===== src/rtl/ahbl_arbiter_2to1.sv =====
// Two-manager to one-subordinate AHB-lite arbiter. Uncontested address phases are
// forwarded combinationally; losing ones are buffered per port and replayed later.
module ahbl_arbiter_2to1 #(
    parameter int W_ADDR = 32,
    parameter int W_DATA = 32
) (
    input  logic              clk,
    input  logic              rst_n,
    output logic              src0_hready_resp,
    input  logic              src0_hready,
    output logic              src0_hresp,
    input  logic [W_ADDR-1:0] src0_haddr,
    input  logic              src0_hwrite,
    input  logic [1:0]        src0_htrans,
    input  logic [2:0]        src0_hsize,
    input  logic [2:0]        src0_hburst,
    input  logic [3:0]        src0_hprot,
    input  logic              src0_hmastlock,
    input  logic [W_DATA-1:0] src0_hwdata,
    output logic [W_DATA-1:0] src0_hrdata,
    output logic              src1_hready_resp,
    input  logic              src1_hready,
    output logic              src1_hresp,
    input  logic [W_ADDR-1:0] src1_haddr,
    input  logic              src1_hwrite,
    input  logic [1:0]        src1_htrans,
    input  logic [2:0]        src1_hsize,
    input  logic [2:0]        src1_hburst,
    input  logic [3:0]        src1_hprot,
    input  logic              src1_hmastlock,
    input  logic [W_DATA-1:0] src1_hwdata,
    output logic [W_DATA-1:0] src1_hrdata,
    input  logic              dst_hready_resp,
    output logic              dst_hready,
    input  logic              dst_hresp,
    output logic [W_ADDR-1:0] dst_haddr,
    output logic              dst_hwrite,
    output logic [1:0]        dst_htrans,
    output logic [2:0]        dst_hsize,
    output logic [2:0]        dst_hburst,
    output logic [3:0]        dst_hprot,
    output logic              dst_hmastlock,
    output logic [W_DATA-1:0] dst_hwdata,
    input  logic [W_DATA-1:0] dst_hrdata
);

    typedef enum logic [1:0] {IDLE, PEND, DPH} port_state_t;

    typedef struct packed {
        logic [W_ADDR-1:0] haddr;
        logic              hwrite;
        logic [1:0]        htrans;
        logic [2:0]        hsize;
        logic [2:0]        hburst;
        logic [3:0]        hprot;
        logic              hmastlock;
    } addr_ph_t;

    addr_ph_t    req [2];
    addr_ph_t    buf_q [2];
    addr_ph_t    hold_q;
    addr_ph_t    dst_ph;
    port_state_t state_q [2];
    logic [1:0]  live;
    logic [1:0]  cand;
    logic [1:0]  win;
    logic [1:0]  rdy_resp;
    logic [1:0]  err_resp;
    logic        slot;
    logic        gnt_vld;
    logic        gnt_id;
    logic        own_vld;
    logic        own_id;
    logic        lock_vld;
    logic        lock_id;

    assign req[0] = '{haddr: src0_haddr, hwrite: src0_hwrite, htrans: src0_htrans,
                      hsize: src0_hsize, hburst: src0_hburst, hprot: src0_hprot,
                      hmastlock: src0_hmastlock};
    assign req[1] = '{haddr: src1_haddr, hwrite: src1_hwrite, htrans: src1_htrans,
                      hsize: src1_hsize, hburst: src1_hburst, hprot: src1_hprot,
                      hmastlock: src1_hmastlock};

    // Gating with rst_n keeps dst_htrans at IDLE while reset is held.
    assign live[0] = rst_n && src0_htrans[1] && src0_hready;
    assign live[1] = rst_n && src1_htrans[1] && src1_hready;
    assign slot    = rst_n && dst_hready_resp;

    always_comb begin
        for (int n = 0; n < 2; n++) begin
            cand[n]     = (state_q[n] == PEND) || live[n];
            rdy_resp[n] = (state_q[n] == PEND) ? 1'b0 :
                          (state_q[n] == DPH)  ? dst_hready_resp : 1'b1;
            err_resp[n] = (state_q[n] == DPH) && dst_hresp;
        end
    end

    always_comb begin
        gnt_vld = 1'b0;
        gnt_id  = 1'b0;
        if (slot) begin
            if (lock_vld) begin
                gnt_vld = cand[lock_id];
                gnt_id  = lock_id;
            end else if (cand[0]) begin
                gnt_vld = 1'b1;
            end else if (cand[1]) begin
                gnt_vld = 1'b1;
                gnt_id  = 1'b1;
            end
        end
        win = gnt_vld ? (gnt_id ? 2'b10 : 2'b01) : 2'b00;
    end

    // Outside an issue slot the subordinate ignores the address bus, so hold it.
    always_comb begin
        dst_ph = hold_q;
        if (slot) begin
            if (gnt_vld)
                dst_ph = (state_q[gnt_id] == PEND) ? buf_q[gnt_id] : req[gnt_id];
            else
                dst_ph.htrans = 2'b00;
        end
    end

    always_ff @(posedge clk or negedge rst_n) begin
        if (!rst_n) begin
            state_q  <= '{IDLE, IDLE};
            hold_q   <= '0;
            own_vld  <= 1'b0;
            own_id   <= 1'b0;
            lock_vld <= 1'b0;
            lock_id  <= 1'b0;
        end else begin
            if (slot) begin
                hold_q  <= dst_ph;
                own_vld <= gnt_vld;
                own_id  <= gnt_id;
                if (gnt_vld) begin
                    if (dst_ph.hmastlock) begin
                        lock_vld <= 1'b1;
                        lock_id  <= gnt_id;
                    end else if (lock_vld && lock_id == gnt_id) begin
                        lock_vld <= 1'b0;
                    end
                end
            end
            for (int n = 0; n < 2; n++) begin
                if (win[n])
                    state_q[n] <= DPH;
                else if (live[n])
                    state_q[n] <= PEND;
                else if (state_q[n] == DPH && dst_hready_resp)
                    state_q[n] <= IDLE;
            end
        end
    end

    always_ff @(posedge clk) begin
        for (int n = 0; n < 2; n++)
            if (live[n] && !win[n])
                buf_q[n] <= req[n];
    end

    assign src0_hready_resp = rdy_resp[0];
    assign src1_hready_resp = rdy_resp[1];
    assign src0_hresp       = err_resp[0];
    assign src1_hresp       = err_resp[1];
    assign src0_hrdata      = dst_hrdata;
    assign src1_hrdata      = dst_hrdata;
    assign dst_hready       = dst_hready_resp;
    assign dst_haddr        = dst_ph.haddr;
    assign dst_hwrite       = dst_ph.hwrite;
    assign dst_htrans       = dst_ph.htrans;
    assign dst_hsize        = dst_ph.hsize;
    assign dst_hburst       = dst_ph.hburst;
    assign dst_hprot        = dst_ph.hprot;
    assign dst_hmastlock    = dst_ph.hmastlock;
    assign dst_hwdata       = own_vld ? (own_id ? src1_hwdata : src0_hwdata) : '0;

endmodule

===== config.mk =====
export PLATFORM = sky130hd
export DESIGN_NAME = ahbl_arbiter_2to1
export DESIGN_NICKNAME = d
export VERILOG_FILES = /design/src/rtl/ahbl_arbiter_2to1.sv
export SDC_FILE = /design/constraint.sdc
export NUM_CORES = 1
export LEC_CHECK = 0
export BUFFER_PORTS_ARGS = -buffer_cell sky130_fd_sc_hd__buf_2
export CAP_MARGIN = 20
export CORE_UTILIZATION = 30
export CTS_CLUSTER_DIAMETER = 100
export DETAILED_ROUTE_END_ITERATION = 10
export GPL_ROUTABILITY_DRIVEN = 0
export PLACE_DENSITY = 0.59
export SLEW_MARGIN = 5
export SYNTH_ARGS = -nofsm -noshare
export SYNTH_HDL_FRONTEND = slang
export SYNTH_SLANG_ARGS = --single-unit

===== constraint.sdc =====
create_clock -name clk -period 8.2 [get_ports clk]
set_input_delay 1.23 -clock clk [delete_from_list [all_inputs] [get_ports clk]]
set_output_delay 1.23 -clock clk [all_outputs]
set_load 0.02 [all_outputs]

==> insert_results.sql <==
INSERT INTO impl_metrics (metric_group, metric, value, unit) VALUES
('status', 'run_status', 'completed', ''),
('synthesis', 'synth_cell_type_count', '48', ''),
('grt', 'grt_pass1_wl', '39670', 'um'),
('run', 'drv.max_cap_violation_count', '0', ''),
('synthesis', 'synth_adder_area_share', '0', '%'),
('clock_tree', 'clock_latency', '0.43', 'ns'),
('synthesis', 'synth_xor_area_share', '0', '%'),
('sta', 'hold_viol', '0', ''),
('synthesis', 'ys_async_rst_share', '36.99', '%'),
('synthesis', 'synth.ff_latch_count', '146', ''),
('floorplanning', 'fp.dieH', '167.8', 'um'),
('synthesis', 'synth_edf_count', '92', ''),
('synthesis', 'post_synth_instance_area', '8245', 'um^2'),
('floorplanning', 'dieArea', '28150', 'um^2'),
('clock_tree', 'cts_htree_levels', '4', ''),
('worst_setup_path', 'timing.setup.critical_path_class', 'in2out', ''),
('worst_setup_path', 'cp_slowest_cell', 'or3_4', ''),
('synthesis', 'synth_area_per_cell', '11.40', 'um^2'),
('grt', 'first_global_vias', '6801', ''),
('synthesis', 'synthFlopType', 'edfxtp_1', ''),
('sta', 'worstMarginPinSlew', '0.9729', 'ns'),
('power_and_ir_drop', 'power.density_cell_area', '350.8', 'nW/um^2'),
('clock_tree', 'worst_setup_hold_path_clk_slew', '0.07', 'ns'),
('synthesis', 'synth.net_count', '917', ''),
('synthesis', 'synth_simple_gate_area_share', '13.11', '%'),
('cells_and_area', 'layout.nets', '1052', ''),
('synthesis', 'synth_compound_area_share', '22.52', '%'),
('floorplanning', 'start_util', '30.59', '%'),
('clock_tree', 'count_of_hold_buffers_inserted_by_post_cts_repair', '0', ''),
('synthesis', 'netlist.top_cell.by_area', 'edfxtp_1', ''),
('worst_setup_path', 'setup_crit_end_kind', 'output port', ''),
('synthesis', 'postSynthCellCount', '723', ''),
('grt', 'globalRoute.totalOverflow', '0', ''),
('floorplanning', 'floorplan.io_pins', '341', ''),
('sta', 'period_share', '68.47', '%'),
('clock_tree', 'cts.path.max_buffers', '2', ''),
('routing', 'antenna_violating_nets_post_route', '0', ''),
('routing', 'route.vias.total', '6790', ''),
('cells_and_area', 'layout-drive-gt1-share', '36.28', '%'),
('power_and_ir_drop', 'irDropWorstVdd', '138.3', 'uV'),
('place', 'numPortBuffers', '244', ''),
('worst_setup_path', 'timing.critical_path.cells', 'buf_4 -> and3_1 -> o311ai_4 -> or3_4 -> buf_4 -> o41ai_1 -> buf_2', ''),
('floorplanning', 'die_width', '167.8', 'um'),
('synthesis', 'combinational_family_with_the_most_area_after_synthesis', 'compound AO/OA/AOI/OAI gates', ''),
('worst_setup_path', 'slowest_delay', '0.67', 'ns'),
('clock_tree', 'cts_buffers', '17', ''),
('sta', 'worst_slew_margin_rel', '34.79', '%'),
('synthesis', 'post_synth_main_area_contributors', 'edfxtp_1, dfrtp_1, o31ai_1', ''),
('sta', 'setup_total_negative_slack', '0', 'ns'),
('clock_tree', 'numClockSinks', '146', ''),
('synthesis', 'yosys_warnings', '0', ''),
('cells_and_area', 'fill_cells', '2645', ''),
('synthesis', 'synth-seq-area-share', '49.89', '%'),
('clock_tree', 'cts.repair_timing.setup_buffer_count', '0', ''),
('sta', 'final.setup_skew', '0.01893', 'ns'),
('sta', 'timing.final.crit_period', '5.614', 'ns'),
('routing', 'drc_errors', '0', ''),
('worst_setup_path', 'cp_common_cell', 'buf_4', ''),
('worst_setup_path', 'timing.critical_path.fanout_max', '64', ''),
('routing', 'totalWireLength', '26150', 'um'),
('place', 'place.detailed.hpwl', '16760', 'um'),
('routing', 'drt_first_pass_iters', '5', ''),
('min_path', 'holdCritPathClass', 'reg2reg', ''),
('power_and_ir_drop', 'p_leak', '3.807', 'nW'),
('cells_and_area', 'area_delta_synth_final', '19.56', '%'),
('synthesis', 'synth_most_common_cell', 'edfxtp_1', ''),
('sta', 'slew_violations', '0', ''),
('worst_setup_path', 'worstPathArrival', '4.38', 'ns'),
('worst_setup_path', 'cp-start-kind', 'input pin', ''),
('worst_setup_path', 'required_worst_endpoint', '6.97', 'ns'),
('synthesis', 'top_cells_by_instance_count_after_synthesis', 'edfxtp_1, o31ai_1, buf_4, clkbuf_1, dfrtp_1', '');
final timing paths:
| path | start | to | slack (ns) | depth (start not counted) |
|---|---|---|---|---|
| max reg2reg | state_q[1]$_DFFE_PN0P_ | buf_q[0][7]$_DFFE_PP_ | 4.16 | 6 |
| min in group asynchronous | rst_n | hold_q[30]$_DFFE_PN0N_ | 0.94 | 1 |
| min reg2reg | hold_q[12]$_DFFE_PN0N_ | hold_q[12]$_DFFE_PN0N_ | 0.48 | 2 |
| max | rst_n | dst_haddr[23] | 2.59 | 7 |
| max in group asynchronous | rst_n | own_id$_DFFE_PN0N_ | 6.65 | 1 |
| min | hold_q[12]$_DFFE_PN0N_ | hold_q[12]$_DFFE_PN0N_ | 0.48 | 2 |
metrics by stage:
step / area [um^2] / worst slack, ns / hold slack [ns] / cells / utilization [%]
final: 9858 / 2.586 / 0.4775 / 1215 / 36.58
after detailed placement: 9245 / 2.528 / 0.4706 / 1179 / 34.30
after global routing: 9853 / 2.288 / 0.5092 / 1213 / 36.56
after global placement: 9245 / 2.560 / 0.4569 / 1179 / 34.30
after CTS: 9823 / 2.512 / 0.4864 / 1211 / 36.45
after floorplan: 8245 / 3.757 / 0.4387 / 723 / -
routing by layer:
metal | global-route usage [%] | wire, um | vias up
li1 | - | - | 3165
met1 | 24.76 | 11880 | 3336
met2 | 29.06 | 12210 | 258
met3 | 4.984 | 1809 | 29
met4 | 4.707 | 237 | 2
met5 | 0 | 13 | -
state kept, by name (all words and copies together), names as in the netlist:
| signal | count |
|---|---|
| own_id | 1 |
| hold_q | 46 |
| lock_id | 1 |
| lock_vld | 1 |
| own_vld | 1 |
| buf_q | 92 |
| state_q | 4 |
critical path: cells and delay by family:
kind / cells / cell delay, ns
AO/OA/AOI/OAI: 2 / 0.56
buffers and inverters: 3 / 1.29
AND/OR/NAND/NOR: 2 / 1.25
cells in the final DEF, fill, tap and decap left out, drive strengths merged, types with 14 or more instances in the layout:
master	instances
a2111oi	14
a221oi	14
and2	28
buf	259
clkbuf	18
dfrtp	54
edfxtp	92
mux2i	33
nor2b	33
nor3	31
nor4	30
o221ai	29
o31ai	79
o41ai	59
or3	31
power by group:
part / total (mW) / internal (mW) / switching (mW)
clock: 0.776 / 0.435 / 0.341
sequential: 1.04 / 0.931 / 0.108
combinational: 1.64 / 0.573 / 1.07
total: 3.46 / 1.94 / 1.52
area by class of cell:
cell class / count / area (um^2) / share of cell area, %
clock buffers: 18 / 439.2 / 4.455
diodes: 3 / 7.507 / 0.07615
inverters: 1 / 3.754 / 0.03808
flip-flops and latches: 146 / 4115 / 41.74
well taps: 341 / 426.7 / 4.328
clock inverters: 14 / 138.9 / 1.409
repair buffers: 259 / 1356 / 13.76
multi-input cells: 433 / 3371 / 34.19
kinds of logic (layout without fill, tap and decap cells):
| kind of cell | count (synthesis) | in the layout |
|---|---|---|
| flip-flops | 146 | 146 |
| other | 0 | 3 |
| buffers and inverters | 144 | 292 |
| multiplexers | 34 | 34 |
| AND/OR/NAND/NOR | 181 | 181 |
| AO/OA/AOI/OAI | 218 | 218 |
Power figures use the tool's default switching activity.
